### config.mk
export PLATFORM = sky130hd
export DESIGN_NAME = rggen_avalon_arbiter
export DESIGN_NICKNAME = d
export VERILOG_FILES = /design/src/rtl/rggen_avalon_arbiter.sv
export SDC_FILE = /design/constraint.sdc
export NUM_CORES = 1
export LEC_CHECK = 0
export BUFFER_PORTS_ARGS = -buffer_cell sky130_fd_sc_hd__buf_4
export CAP_MARGIN = 0
export CORE_AREA = 8 8 80 82
export CTS_BUF_LIST = sky130_fd_sc_hd__clkbuf_8
export DETAILED_ROUTE_END_ITERATION = 10
export DIE_AREA = 0 0 88 90
export PLACE_DENSITY = 0.84
export SETUP_SLACK_MARGIN = 0.2
export SYNTH_ARGS = -nofsm -noshare
export SYNTH_HDL_FRONTEND = slang
export SYNTH_SLANG_ARGS = --single-unit
export TNS_END_PERCENT = 1
### constraint.sdc
create_clock -name i_clk -period 1.2 [get_ports i_clk]
set_input_delay 0.12 -clock i_clk [delete_from_list [all_inputs] [get_ports i_clk]]
set_output_delay 0.12 -clock i_clk [all_outputs]
set_load 0.005 [all_outputs]
### src/rtl/rggen_avalon_arbiter.sv
// Round-robin arbiter sharing one Avalon-MM register agent between HOSTS hosts.
// One transaction in flight; the response strobe is steered back to the issuing host.
`timescale 1ns/1ps
module rggen_avalon_arbiter #(
    parameter int HOSTS         = 2,
    parameter int ADDRESS_WIDTH = 8,
    parameter int BUS_WIDTH     = 32
) (
    input  logic                           i_clk,
    input  logic                           i_rst_n,
    input  logic [HOSTS-1:0]               i_host_read,
    input  logic [HOSTS-1:0]               i_host_write,
    input  logic [ADDRESS_WIDTH*HOSTS-1:0] i_host_address,
    input  logic [BUS_WIDTH/8*HOSTS-1:0]   i_host_byteenable,
    input  logic [BUS_WIDTH*HOSTS-1:0]     i_host_writedata,
    output logic [HOSTS-1:0]               o_host_waitrequest,
    output logic [HOSTS-1:0]               o_host_readdatavalid,
    output logic [HOSTS-1:0]               o_host_writeresponsevalid,
    output logic [1:0]                     o_host_response,
    output logic [BUS_WIDTH-1:0]           o_host_readdata,
    output logic                           o_read,
    output logic                           o_write,
    output logic [ADDRESS_WIDTH-1:0]       o_address,
    output logic [BUS_WIDTH/8-1:0]         o_byteenable,
    output logic [BUS_WIDTH-1:0]           o_writedata,
    input  logic                           i_waitrequest,
    input  logic                           i_readdatavalid,
    input  logic                           i_writeresponsevalid,
    input  logic [1:0]                     i_response,
    input  logic [BUS_WIDTH-1:0]           i_readdata,
    output logic                           o_busy
);
    localparam int GW  = (HOSTS > 2) ? $clog2(HOSTS) : 1;
    localparam int BEW = BUS_WIDTH / 8;

    typedef enum logic [1:0] {
        ST_IDLE = 2'd0,
        ST_CMD  = 2'd1,
        ST_RESP = 2'd2
    } state_e;

    state_e           state_q, state_d;
    logic [GW-1:0]    grant_q, grant_d;
    logic [GW-1:0]    last_q, last_d;
    logic             busy_q, busy_d;
    logic [HOSTS-1:0] req_s;
    logic             cmd_read_s, cmd_write_s, accept_s, resp_s, resp_window_s;
    int               sel_s;

    // First requester after 'last', wrapping HOSTS-1 -> 0; 'last' itself has lowest priority.
    function automatic logic [GW-1:0] rr_pick(input logic [HOSTS-1:0] req,
                                              input logic [GW-1:0]    last);
        int            idx;
        logic [GW-1:0] pick;
        pick = last;
        for (int k = HOSTS; k >= 1; k--) begin
            idx  = int'(last) + k;
            idx  = (idx >= HOSTS) ? (idx - HOSTS) : idx;
            pick = req[GW'(idx)] ? GW'(idx) : pick;
        end
        return pick;
    endfunction

    // Granted-host command view and handshake qualifiers.
    always_comb begin
        req_s         = i_host_read | i_host_write;
        sel_s         = int'(grant_q);
        cmd_read_s    = (state_q == ST_CMD) & i_host_read[grant_q];
        cmd_write_s   = (state_q == ST_CMD) & i_host_write[grant_q] & ~i_host_read[grant_q];
        accept_s      = (cmd_read_s | cmd_write_s) & ~i_waitrequest;
        resp_s        = i_readdatavalid | i_writeresponsevalid;
        resp_window_s = (state_q == ST_RESP) | accept_s;
    end

    // Downstream command mux and per-host handshake/response steering.
    always_comb begin
        o_read                    = cmd_read_s;
        o_write                   = cmd_write_s;
        o_address                 = i_host_address[sel_s*ADDRESS_WIDTH +: ADDRESS_WIDTH];
        o_byteenable              = i_host_byteenable[sel_s*BEW +: BEW];
        o_writedata               = i_host_writedata[sel_s*BUS_WIDTH +: BUS_WIDTH];
        o_host_response           = i_response;
        o_host_readdata           = i_readdata;
        o_host_waitrequest        = {HOSTS{1'b1}};
        o_host_readdatavalid      = {HOSTS{1'b0}};
        o_host_writeresponsevalid = {HOSTS{1'b0}};
        if (accept_s) begin
            o_host_waitrequest[grant_q] = 1'b0;
        end else begin
            o_host_waitrequest[grant_q] = 1'b1;
        end
        // Strobes outside CMD-accept/RESP (e.g. stray ones in IDLE) are dropped here.
        if (resp_window_s) begin
            o_host_readdatavalid[grant_q]      = i_readdatavalid;
            o_host_writeresponsevalid[grant_q] = i_writeresponsevalid;
        end else begin
            o_host_readdatavalid[grant_q]      = 1'b0;
            o_host_writeresponsevalid[grant_q] = 1'b0;
        end
    end

    // Next-state logic for the IDLE -> CMD -> RESP sequence.
    always_comb begin
        state_d = state_q;
        grant_d = grant_q;
        last_d  = last_q;
        case (state_q)
            ST_IDLE: begin
                if (|req_s) begin
                    state_d = ST_CMD;
                    grant_d = rr_pick(req_s, last_q);
                end else begin
                    state_d = ST_IDLE;
                end
            end
            ST_CMD: begin
                // A host withdrawing its command aborts without touching fairness history.
                if (!(i_host_read[grant_q] | i_host_write[grant_q])) begin
                    state_d = ST_IDLE;
                end else if (accept_s) begin
                    last_d  = grant_q;
                    state_d = resp_s ? ST_IDLE : ST_RESP;
                end else begin
                    state_d = ST_CMD;
                end
            end
            ST_RESP: begin
                state_d = resp_s ? ST_IDLE : ST_RESP;
            end
            default: begin
                state_d = ST_IDLE;
            end
        endcase
        busy_d = (state_d != ST_IDLE);
    end

    // State, grant and round-robin history registers.
    always_ff @(posedge i_clk or negedge i_rst_n) begin
        if (!i_rst_n) begin
            state_q <= ST_IDLE;
            grant_q <= {GW{1'b0}};
            last_q  <= GW'(HOSTS - 1);
            busy_q  <= 1'b0;
        end else begin
            state_q <= state_d;
            grant_q <= grant_d;
            last_q  <= last_d;
            busy_q  <= busy_d;
        end
    end

    assign o_busy = busy_q;

endmodule

# ---- Word level (Yosys, flattened, before mapping)
# Cells that the tools add are included.
dict set report word_totals {
  input_bits 131
  ff_bits 5
  output_inout_bits 87
  wordCells 61
}
dict set report classes {
  n_eq_ne 2
  reduce_logical 6
  n_lt_le_gt_ge 6
  shifts 3
  n_bitwise 14
  add_sub_neg 4
  n_mux 22
}
# cell n
set op_table {}
lappend op_table {{$shiftx A64 B7 Y32} 1}
lappend op_table {{$shiftx A16 B5 Y8} 1}
lappend op_table {{$mux W1} 14}
lappend op_table {{$mux W2} 6}
lappend op_table {{$shiftx A8 B4 Y4} 1}
lappend op_table {{$lt A1 B3 Y1 const B} 2}
lappend op_table {{$pmux W2 S3} 1}
lappend op_table {{$and A1 B1 Y1} 4}
lappend op_table {{$and A2 B2 Y2} 2}
lappend op_table {{$or A1 B1 Y1} 4}
lappend op_table {{$add A1 B2 Y3 const B} 1}
lappend op_table {{$ge A3 B2 Y1 const B} 1}
lappend op_table {{$reduce_and A3 Y1} 1}
lappend op_table {{$add A1 B1 Y2 const B} 1}
lappend op_table {{$eq A2 B1 Y1 const B} 1}
lappend op_table {{$eq A2 B2 Y1 const B} 1}
lappend op_table {{$ge A2 B2 Y1 const B} 1}
lappend op_table {{$logic_not A2 Y1} 1}
lappend op_table {{$lt A1 B2 Y1 const B} 1}
lappend op_table {{$not A1 Y1} 2}
lappend op_table {{$not A2 Y2} 1}
lappend op_table {{$or A2 B2 Y2} 1}
lappend op_table {{$reduce_and A2 Y1} 1}
lappend op_table {{$reduce_bool A2 Y1} 1}
lappend op_table {{other kinds (5)} 6}

# ---- Depth between registers and ports, before layout
dict set report logic_depth {
  ltp_word 10
  ltp_mapped 5
  ltp_nobuf 3
}

# ---- Worst setup path before layout
# Ideal clock, no wire load.
dict set report synth_timing {
  path_type {register to output}
  startpoint {register grant_q}
  endpoint {output port o_address[0]}
  setup_slack_ns -0.030
  required_ns 1.080
  arrival_ns 1.110
  stages_incl_launch_ff 4
  path_cell_list {dfrtp_1 > buf_2 > buf_2 > mux2_2}
}
dict set report synth_via {
  elab_chain_len 1
}
# element line
set synth_rtl {}
lappend synth_rtl {{start: declaration} 43} ;# logic [GW-1:0] grant_q, grant_d;
lappend synth_rtl {{start signal: assignment} 141} ;# grant_q <= {GW{1'b0}};
lappend synth_rtl {{start signal: assignment} 146} ;# grant_q <= grant_d;
lappend synth_rtl {{$shiftx A16 B5 Y8} 79} ;# o_address = i_host_address[sel_s*ADDRESS_WIDTH +: ADDRESS_WIDTH];
lappend synth_rtl {{end: declaration} 23} ;# output logic [ADDRESS_WIDTH-1:0] o_address,
# Every way passes these cells.

# ---- Worst setup path in the final report
dict set report layout_timing {
  startpoint {register state_q[1]}
  endpoint {output port o_host_waitrequest[0]}
}
dict set report layout_via {
  elab_chain_len 6
  word_cells_on_any_way 7
}
# element line
set layout_rtl {}
lappend layout_rtl {{start: declaration} 42} ;# state_e state_q, state_d;
lappend layout_rtl {{start signal: assignment} 145} ;# state_q <= state_d;
lappend layout_rtl {{$eq A2 B1 Y1 (*)} {68, 69}}
lappend layout_rtl {{$and A1 B1 Y1 (2 in a row)} 69} ;# cmd_write_s = (state_q == ST_CMD) & i_host_write[grant_q] & ~i_host_read[grant_q];
lappend layout_rtl {{$or A1 B1 Y1 (*)} 70} ;# accept_s = (cmd_read_s | cmd_write_s) & ~i_waitrequest;
lappend layout_rtl {{$and A1 B1 Y1 (*)} 70}
lappend layout_rtl {{$mux W2 (*)} 87} ;# if (accept_s) begin
lappend layout_rtl {{end: declaration} 16} ;# output logic [HOSTS-1:0] o_host_waitrequest,
# Mark *: on every way between the ends. The rest lies on a longest branch, timed or not.

==> impl_results.md <==
* Final Skew at 0.00122 ns
* Slew headroom at 86.8%
* Final setup viols at 55
* Commonest non-fill, non-tap cell in the layout: buf_4
* Fin util at 49.1%
* First-pass GRT wire length at 8760 microns
* CP arrival at 1.42 ns
* Largest net degree at the start of global routing at 27
* Met2 Wirelength at 3320 microns
* Register area at 128 sq um
* Initial antenna violation count at 0
* DRC at 0
* Hpwl dp at 5210 microns
* Met3 Wirelength at 893 microns
* Critical path's slowest cell: dfrtp_1
* Pre-CTS setup slack at -0.0991 ns
* I/O pin count at 218
* Final hold vios at 0
* Worst hold path type: input pin to flop
* Std-Cell Rows at 27
* Worst VDD drop at 801 uV
* CTS Buf Count at 3
* Die Wd at 88 microns
* Skew-Pair Late Insertion Delay at 0.22 ns
* Max_cap viols at 0
* Congestion Overflow GR at 0
* Status: finished with violations
* CP bufs+invs at 1
* Die area at 7920 sq um
* Leak at 0.00136 uW
* PwrDens at 1640 nW/um^2
* Hold depth at 3
* CTS tree: built
* All-Layer GR Usage at 13.8%
* CP startpoint kind: flop
* Top sig layer: met4
* Register area share after synthesis at 10.7%
* CP peak stage delay at 0.43 ns
* WS Path Type: flop to primary output
* Final hold slack at 0.213 ns
* Starting Density at 22.5%
* Routed WL per cell at 18.5 microns
* Crit path max-delay family: simple AND/OR/NAND/NOR gates
* Commonest non-fill, non-tap cells in the layout: 130 x buf_4, 29 x mux2_4, 29 x buf_6, 16 x mux2_2, 5 x buf_12
* Yosys reg bits at 5
* Violations in the final reports: setup timing
* Avg Inst Size Synth at 9.36 sq um
* Final worst-path cycle share at 128%
* Share of layout cells above drive strength 1 at 86.7%
* Crit path depth at 4
* I/O Buffers at 149
* H-tree depth at 1
* Path depth of the worst reg2reg path at 5
* Final wirelength at 6040 microns
* RSZ-0062 raised after global routing: yes
* CTS Buffer Depth at 2
* Yosys cell types at 31
* CP Cell Sequence: nor3b_4 -> o211ai_1 -> or2_1 -> buf_6
* M1 wire length at 1760 microns
* Worst Path Required at 1.08 ns
* Area growth from synthesis to layout at 118%
* Mapped Area at 1180 sq um
* Fin. max-slew vios at 0
* Layout Cells excl Fill at 327
* Worst setup EP type: primary output
* DR iter-0 viols at 40
* Slew @ Worst Pin at 0.193 ns
* GPL Wtd Cong at 0.809
* # placed instances at 321
* Antenna fix cells at 0
* Yosys synthesis warning count at 0
* Area of the multi-input gates at 887 sq um
* Synthesized instance count at 126
* Clk sinks at 5
* CTS root buf: clkbuf_8
* Max FO, Critical Path at 4
* Vias in the first global route at 1,682
* Detailed Routing Iterations Pass 1 at 4
* Layout net count at 387
* Core region area at 5240 sq um
* Setup slack after layout at -0.339 ns
* Tot Pwr at 4210 uW
* Via count at 1,462
* Crit path time final at 1.54 ns
* Syn Nets at 257
* Max Fclk at 0.650 GHz
* Reg clk slew, reported paths at 0.04 ns
* Vias per cell at 4.47
* Antenna viol nets, final at 0
* Fill cells at 489
* Die H at 90 microns
==> cells by family after synthesis <==
logic type | count (synthesis) | synth area share [%]
AOI/OAI and AO/OA | 11 | 7.00
xor gates and xnor gates | 1 | 0.742
buffers and inverters | 42 | 24.8
DFF | 5 | 10.7
muxes | 47 | 45.1
and+or+nand+nor | 20 | 11.7
==> where the power goes <==
group | internal, uW | switching [uW]
Sequential | 259 | 71.7
Clock | 220 | 87.3
Combinational | 2360 | 1210
==> final cells by class <==
type,count,share of cell area [%]
multi-input cells,79,34.5
inverters,2,0.292
flip-flops and latches,5,4.97
clock inverters,1,0.146
well taps,72,3.51
clock buffers,3,1.61
repair buffers,165,55.0
==> metrics by stage <==
step / cell area (sq um) / TNS (ns)
final: 2570 / -13.51
after global routing: 2570 / -15.70
after CTS: 2410 / -13.66
after detailed placement: 2270 / -1.95
after global placement: 2270 / -1.61
after floorplan: 1190 / 0
==> final timing paths <==
path                                      start  slack, ns               endpoint
max                        state_q[1]$_DFF_PN0_      -0.34  o_host_waitrequest[0]
min                        i_writeresponsevalid       0.21   state_q[1]$_DFF_PN0_
max reg2reg                state_q[1]$_DFF_PN0_      -0.15     last_q$_DFFE_PN1P_
min reg2reg                  last_q$_DFFE_PN1P_       0.55     last_q$_DFFE_PN1P_
max in group asynchronous               i_rst_n       0.75     last_q$_DFFE_PN1P_
min in group asynchronous               i_rst_n       0.26   state_q[1]$_DFF_PN0_
==> flip-flops by register name (all words and copies together) (netlist names) <==
signal   count
grant_q      1
last_q       1
o_busy       1
state_q      2
==> repair_timing <==
action | in CTS | in global routing
endpoints found under the setup margin | 57 | 57
pin swaps | 2 | 3
gates resized for setup | 22 | 40
setup buffers | 0 | 1
hold buffers | 1 | 0
hold endpoints to repair | 5 | 0
==> synthesized netlist by cell type, drive strengths merged <==
cell / instances / share of area [%]
a211o: 1 / 0.74
mux2i: 1 / 0.85
inv: 2 / 0.64
o32a: 1 / 0.85
nor2b: 2 / 1.1
a21oi: 4 / 1.7
dfrtp: 4 / 8.5
o211ai: 1 / 0.64
o2111ai: 1 / 0.74
dfstp: 1 / 2.2
or3b: 1 / 0.74
buf: 40 / 24
nor3b: 3 / 2.3
mux2: 46 / 44
or2: 3 / 1.6
and3b: 2 / 1.5
a32oi: 1 / 0.74
nand3: 1 / 0.42
a21bo: 1 / 0.85
a2bb2oi: 1 / 0.74
or4: 1 / 0.95
xor2: 1 / 0.74
nor2: 3 / 0.95
nand2: 3 / 1.6
nand2b: 1 / 0.53
==> routing by layer <==
layer / global-route usage [%] / vias to the layer above
met1: 10.9 / 678
met3: 8.64 / 6
met4: 2.15 / 0
met2: 27.0 / 107
met5: 0 / -
li1: - / 671
==> worst min-delay path, cell delays in order <==
cell     delay (ns)
buf_4          0.09
a211o_1        0.14
a21oi_2        0.04
Power figures use the tool's default switching activity.
